$ cat src/rtl/regb_fifo.sv
// Register-based circular-buffer FIFO with first-word-fall-through read port.
// Storage is an array of reset-to-zero register cells; depth need not be a power of two.

module regb_fifo_cell #(
  parameter int WIDTH = 8
) (
  input  logic             clk,
  input  logic             res_n,
  input  logic             we,
  input  logic [WIDTH-1:0] d,
  output logic [WIDTH-1:0] q
);
  always_ff @(posedge clk or negedge res_n) begin
    if (!res_n)  q <= '0;
    else if (we) q <= d;
  end
endmodule

module regb_fifo #(
  parameter int WIDTH = 8,
  parameter int N     = 5
) (
  input  logic             clk,
  input  logic             res_n,
  input  logic             shift_in,
  input  logic [WIDTH-1:0] wdata,
  input  logic             shift_out,
  output logic [WIDTH-1:0] rdata,
  output logic             full,
  output logic             empty
);
  localparam int PW = (N > 1) ? $clog2(N) : 1;
  localparam int CW = $clog2(N + 1);
  localparam logic [PW-1:0] LAST = PW'(N - 1);
  localparam logic [CW-1:0] CNT_FULL = CW'(N);

  logic [PW-1:0]            wptr, rptr;
  logic [CW-1:0]            cnt;
  logic [N-1:0][WIDTH-1:0]  mem;
  logic                     push, pop;

  // A push into a full FIFO is only legal when the head is leaving on the same edge.
  assign push = shift_in && (!full || shift_out);
  assign pop  = shift_out && !empty;

  assign full  = (cnt == CNT_FULL);
  assign empty = (cnt == '0);
  assign rdata = mem[rptr];

  genvar g;
  generate
    for (g = 0; g < N; g++) begin : g_cell
      regb_fifo_cell #(.WIDTH(WIDTH)) u_cell (
        .clk   (clk),
        .res_n (res_n),
        .we    (push && (wptr == PW'(g))),
        .d     (wdata),
        .q     (mem[g])
      );
    end
  endgenerate

  always_ff @(posedge clk or negedge res_n) begin
    if (!res_n) begin
      wptr <= '0;
      rptr <= '0;
      cnt  <= '0;
    end else begin
      if (push) wptr <= (wptr == LAST) ? '0 : wptr + PW'(1);
      if (pop)  rptr <= (rptr == LAST) ? '0 : rptr + PW'(1);
      case ({push, pop})
        2'b10:   cnt <= cnt + CW'(1);
        2'b01:   cnt <= cnt - CW'(1);
        default: cnt <= cnt;
      endcase
    end
  end
endmodule

$ cat config.mk
export PLATFORM = sky130hd
export DESIGN_NAME = regb_fifo
export DESIGN_NICKNAME = d
export VERILOG_FILES = /design/src/rtl/regb_fifo.sv
export SDC_FILE = /design/constraint.sdc
export NUM_CORES = 1
export LEC_CHECK = 0
export ABC_AREA = 1
export CORE_ASPECT_RATIO = 0.6
export CORE_UTILIZATION = 55
export CTS_CLUSTER_DIAMETER = 40
export DETAILED_ROUTE_END_ITERATION = 16
export GPL_TIMING_DRIVEN = 0
export PLACE_DENSITY = 0.76
export SYNTH_ARGS = -nofsm -noshare
export SYNTH_HDL_FRONTEND = slang
export SYNTH_SLANG_ARGS = --single-unit
export TNS_END_PERCENT = 50
$ cat constraint.sdc
create_clock -name clk -period 3.4 [get_ports clk]
set_input_delay 0.68 -clock clk [delete_from_list [all_inputs] [get_ports clk]]
set_output_delay 0.68 -clock clk [all_outputs]
set_load 0.005 [all_outputs]
==> flow_metrics.env, run 1 <==
export IMPL_cellPowerDensity_nw_per_um2=923.6
export IMPL_die_x_um=90.76
export IMPL_hold_slack_ns=0.2784
export IMPL_required_ns=2.72
export IMPL_cp_cell_sequence="buf_2 -> inv_2 -> nand3_1 -> o21ai_0 -> clkdlybuf4s50_1"
export IMPL_drive_gt1_share_pct=9.859
export IMPL_finalWirelength_um=6751
export IMPL_cp_arrival_ns=2.32
export IMPL_fin_nets=375
export IMPL_outcome="complete, no violations"
export IMPL_synth_seq_area_share_pct=47.16
export IMPL_drv_cap=0
export IMPL_dieHeight_um=55.26
export IMPL_netlist_area_um2=2600
export IMPL_wl_per_cell_um=16.27
export IMPL_synthToLayoutAreaGrowth_pct=15.64
export IMPL_drtAntennaViolNets=0
export IMPL_n_fill_cell=380
export IMPL_power_uw=2777
export IMPL_grt_start_max_net_pins=36
export IMPL_place_gp_congestion=0.8950
export IMPL_ctsHoldBuffers=0
export IMPL_period_share_pct=88.22
export IMPL_cts_root_buf="clkbuf_8"
export IMPL_grt_remaining_overflow=0
export IMPL_htree_num_levels=2
export IMPL_rsz0062_at_grt="false"
export IMPL_cts_buffers=5
export IMPL_cts_sinks=49
export IMPL_place_hpwl_um=4845
export IMPL_setup_tns_ns=0
export IMPL_crit_family="buffers and inverters"
export IMPL_hold_viol_final=0
export IMPL_syn_inst=326
export IMPL_p_leak_uw=0.001531
export IMPL_core_um2=4324
export IMPL_grt_pass1_vias=2275
export IMPL_ios=22
export IMPL_max_stage_delay_ns=0.54
export IMPL_worst_path_max_delay_cell="clkdlybuf4s50_1"
export IMPL_synth_area_per_cell_um2=7.975
export IMPL_tightest_slew_ns=0.5253
export IMPL_rows=18
export IMPL_worst_setup_path_type="flop to output pin"
export IMPL_synth_area_top_cells="dfrtp_1 47%, nand2_1 19%, nand4_1 9.6%"
export IMPL_io_buffer_count=20
export IMPL_detailedRoute_firstIterationViolations=192
export IMPL_initial_core_util_pct=60.13
export IMPL_skew_ns=0.006976
export IMPL_grt_usage_pct=29.50
export IMPL_maxSlewViolCount=0
export IMPL_irDropWorstVdd_uv=430.9
export IMPL_end_kind="output pin"
export IMPL_cts_tree="yes"
export IMPL_final_common_cell="nand2_1"
export IMPL_antenna_found_initial=0
export IMPL_critical_path_startpoint_type="flop"
export IMPL_cp_num_buf_inv=3
export IMPL_dieArea_um2=5015
export IMPL_ys_ff_latch=49
export IMPL_drt_vias_per_instance=5.651
export IMPL_yosysWarningCount=0
export IMPL_relSlewSlack_pct=64.98
export IMPL_synth_distinct_cells=24
export IMPL_final_cell_mix="130 x nand2_1, 49 x dfrtp_1, 40 x nand4_1"
export IMPL_finalCriticalPeriod_ns=3.000
export IMPL_diodes=0
export IMPL_cts_setup_buffers=0
export IMPL_grt_pass1_wl_um=11320
export IMPL_setup_viol=0
export IMPL_yosys_area_top_type="dfrtp_1"
export IMPL_clkTransAtPathRegs_ns=0.09
export IMPL_fmax_mhz=333.4
export IMPL_first_pass_iters=5
export IMPL_worst_path_max_fanout=10
export IMPL_syn_nets=347
export IMPL_synth_top_area_share_pct=47.16
export IMPL_route_detailed_drc=0
export IMPL_clk_path_buf_depth=2
export IMPL_clk_latency_ns=0.30
export IMPL_via_count=2345
export IMPL_hp_class="input pin to async pin"
export IMPL_ctsResizeCount=0
routing by layer:
layer	track usage, %	part of all wire [%]	vias to the layer above
li1	-	-	1131
met1	44.60	46	1088
met2	41.88	42	118
met3	8.127	11	8
met4	6.682	0.77	0
met5	0	0	-
layout make-up:
type | count | area, um^2 | share of cell area, %
Sequential cell | 49 | 1226 | 40.78
Multi-Input combinational cell | 237 | 1206 | 40.12
Timing Repair Buffer | 21 | 215.2 | 7.158
Inverter | 25 | 93.84 | 3.121
Clock buffer | 7 | 86.33 | 2.871
Tap cell | 60 | 75.07 | 2.497
Buffer | 15 | 73.82 | 2.455
Clock inverter | 1 | 30.03 | 0.9988
synthesized netlist by cell type, drive strengths merged:
master / number
buf: 14
clkbuf: 1
dfrtp: 49
fa: 1
ha: 8
inv: 25
nand2: 133
nand3: 31
nand3b: 1
nand4: 40
nor2: 5
o21ai: 14
or2: 1
xnor2: 2
xor2: 1
where the power goes:
| part | total (uW) | switching [uW] | internal [uW] |
|---|---|---|---|
| logic | 1340 | 798 | 539 |
| registers | 1010 | 156 | 849 |
| clock network | 435 | 195 | 240 |
| total | 2780 | 1150 | 1630 |
worst paths after layout:
kind	start	to	slack (ns)	depth (start not counted)
max reg2reg	cnt[2]	cnt[2]	1.44	10
min in group clk	g_cell[4].u_cell.q[4]	g_cell[4].u_cell.q[4]	0.48	2
min reg2reg	g_cell[4].u_cell.q[4]	g_cell[4].u_cell.q[4]	0.48	2
min	res_n	rptr[2]	0.28	1
max	rptr[1]	rdata[2]	0.40	5
max in group asynchronous	res_n	g_cell[0].u_cell.q[3]	2.60	2
worst reg2reg max path: stages (launching register included):
cell	delay, ns
dfrtp_1	0.41
nand2_1	0.10
nor2_4	0.12
nand2_4	0.11
nand2_2	0.16
ha_1	0.18
inv_1	0.06
fa_1	0.37
nand2_1	0.09
nand3b_1	0.11
xnor2_1	0.14
sequential cells by signal, indices dropped and copies added (netlist names):
| register | flops |
|---|---|
| rptr | 3 |
| cnt | 3 |
| wptr | 3 |
| g_cell.u_cell.q | 40 |
through the flow:
stage                     std cells  area (um^2)  utilization [%]  worst slack (ns)
after floorplan                 326         2600                -             1.452
after global placement          406         2875            66.49            0.2410
after detailed placement        407         2890            66.84            0.7934
after CTS                       415         3007            69.53            0.4328
after global routing            415         3007            69.53            0.2950
final                           415         3007            69.53            0.4004
kinds of logic (layout without fill, tap and decap cells):
logic type      count (synthesis)  count (layout)  share of synthesized area, %
fa+ha+maj                       9               9                         4.620
xor+xnor                        3               3                         1.011
simple gates                  211             211                         38.07
flops                          49              49                         47.16
buf+inv                        40              69                         6.448
compound gates                 14              14                         2.695
Note: power is estimated with default switching activity, not from simulation.
==> run 2: changes to the inputs <==
Settings changed: CTS_CLUSTER_SIZE set to 24, GPL_ROUTABILITY_DRIVEN set to 0.
Clock period 3.4 ns to 3.3 ns, I/O delays scaled along.
==> results of run 2 <==
The final DEF is identical to that of run 1. Status: complete, no violations.
Among the figures that moved: setup slack after placement 0.7934 ns -> 0.7134 ns; setup slack after layout 0.4004 ns -> 0.3204 ns; hold slack 0.2784 ns -> 0.2584 ns; register-to-register setup slack 1.44 ns -> 1.34 ns; total power 2777 uW -> 2861 uW; worst IR drop on VDD 430.9 uV -> 443.9 uV
==> run 3: changes to the inputs <==
Settings changed: CORE_ASPECT_RATIO 0.6 to 1.25.
==> run 3 against run 2 <==
Net effect: critical path depth stayed put; flip-flop and latch count stayed put; clock skew is 0.0030 ns higher; core utilization is 2.8 points lower; sequential power hardly changed; global-route usage is 1.1 points lower; critical path type unchanged; critical endpoint is now rdata[5].
==> flow_metrics.env, run 3 (synthesis results as in run 1) <==
export IMPL_outcome="complete, no violations"
export IMPL_io_buffer_count=20
export IMPL_cp_arrival_ns=2.19
export IMPL_ctsHoldBuffers=0
export IMPL_final_common_cell="nand2_1"
export IMPL_critical_path_startpoint_type="flop"
export IMPL_relSlewSlack_pct=67.09
export IMPL_worst_setup_path_type="flop to output pin"
export IMPL_wl_per_cell_um=15.50
export IMPL_grt_start_max_net_pins=39
export IMPL_skew_ns=0.009980
export IMPL_route_detailed_drc=0
export IMPL_drtAntennaViolNets=0
export IMPL_end_kind="output pin"
export IMPL_worst_path_max_fanout=10
export IMPL_drt_vias_per_instance=5.615
export IMPL_clk_latency_ns=0.31
export IMPL_period_share_pct=86.30
export IMPL_place_hpwl_um=4521
export IMPL_grt_pass1_vias=2243
export IMPL_clkTransAtPathRegs_ns=0.10
export IMPL_drv_cap=0
export IMPL_core_um2=4459
export IMPL_detailedRoute_firstIterationViolations=153
export IMPL_antenna_found_initial=0
export IMPL_irDropWorstVdd_uv=443.4
export IMPL_initial_core_util_pct=58.31
export IMPL_hold_viol_final=0
export IMPL_grt_remaining_overflow=0
export IMPL_cts_root_buf="clkbuf_8"
export IMPL_rsz0062_at_grt="false"
export IMPL_maxSlewViolCount=0
export IMPL_largest_register_ffs=40
export IMPL_fin_nets=375
export IMPL_tightest_slew_ns=0.4936
export IMPL_hp_class="input pin to async pin"
export IMPL_dieHeight_um=78.87
export IMPL_dieArea_um2=5008
export IMPL_diodes=0
export IMPL_cellPowerDensity_nw_per_um2=925.8
export IMPL_grt_usage_pct=28.38
export IMPL_required_ns=2.64
export IMPL_clk_path_buf_depth=2
export IMPL_finalCriticalPeriod_ns=2.848
export IMPL_cts_setup_buffers=0
export IMPL_ctsResizeCount=0
export IMPL_setup_tns_ns=0
export IMPL_layout_setup_ws_ns=0.4521
export IMPL_cp_cell_sequence="buf_2 -> inv_2 -> nand3_1 -> o21ai_0 -> clkdlybuf4s50_1"
export IMPL_ios=22
export IMPL_grt_pass1_wl_um=10850
export IMPL_cts_tree="yes"
export IMPL_final_cell_mix="130 x nand2_1, 49 x dfrtp_1, 40 x nand4_1"
export IMPL_p_leak_uw=0.001510
export IMPL_pre_cts_ws_ns=0.7319
export IMPL_drive_gt1_share_pct=9.859
export IMPL_finalWirelength_um=6403
export IMPL_first_pass_iters=5
export IMPL_synthToLayoutAreaGrowth_pct=14.44
export IMPL_setup_viol=0
export IMPL_rows=27
export IMPL_worst_path_max_delay_cell="clkdlybuf4s50_1"
export IMPL_die_x_um=63.50
export IMPL_via_count=2319
export IMPL_fmax_mhz=351.1
export IMPL_post_route_util_pct=66.72
export IMPL_cts_sinks=49
export IMPL_cts_buffers=5
export IMPL_max_stage_delay_ns=0.54
export IMPL_largest_register="g_cell.u_cell.q"
export IMPL_htree_num_levels=2
## run 3: power breakdown
| group | leakage [uW] | internal (uW) | switching [uW] |
|---|---|---|---|
| registers | 0.000614 | 875 | 173 |
| clock network | 0.0000374 | 150 | 205 |
| logic | 0.000858 | 559 | 793 |
| total | 0.00151 | 1580 | 1170 |
## run 3: per-layer routing
metal	vias up	GRT usage [%]	share of wire, %
met3	13	5.460	5.7
met2	78	45.85	48
met1	1097	37.17	43
met5	-	0	0
li1	1131	-	-
met4	0	11.82	3.1
## run 3: worst paths after layout
| path | start | end | slack (ns) | cells after the start |
|---|---|---|---|---|
| max | rptr[1] | rdata[5] | 0.45 | 5 |
| max in group asynchronous | res_n | g_cell[0].u_cell.q[7] | 2.57 | 2 |
| min | res_n | rptr[2] | 0.22 | 1 |
| min in group clk | g_cell[4].u_cell.q[6] | g_cell[4].u_cell.q[6] | 0.48 | 2 |
| min reg2reg | g_cell[4].u_cell.q[6] | g_cell[4].u_cell.q[6] | 0.48 | 2 |
| max reg2reg | cnt[2] | cnt[2] | 1.32 | 10 |
## run 3: area by class of cell
type	instances	area [um^2]
clock inverter	2	15.01
timing repair buffer	21	215.2
sequential	49	1226
clock buffer	6	72.57
fill	411	1484
tap	58	72.57
inverter	25	93.84
multi-input combinational	237	1206
buffer	15	73.82
## run 3: critical path: cells and delay by family (launching register included)
kind	cells	cell delay [ns]
flip-flops	1	0.40
buffers and inverters	3	0.91
AND/OR/NAND/NOR	1	0.28
AO/OA/AOI/OAI	1	0.28
## run 3: per-stage QoR
| stage | hold WS (ns) | power, uW | instance area [um^2] | instances |
|---|---|---|---|---|
| 4_1_cts | 0.2306 | 2754 | 2975 | 413 |
| 6_report | 0.2204 | 2755 | 2975 | 413 |
| 5_1_grt | 0.2439 | 2994 | 2975 | 413 |
| 2_1_floorplan | 0.3644 | 1894 | 2600 | 326 |
| 3_5_place_dp | 0.4587 | 2400 | 2888 | 405 |
| 3_3_place_gp | 0.4541 | 2348 | 2873 | 404 |
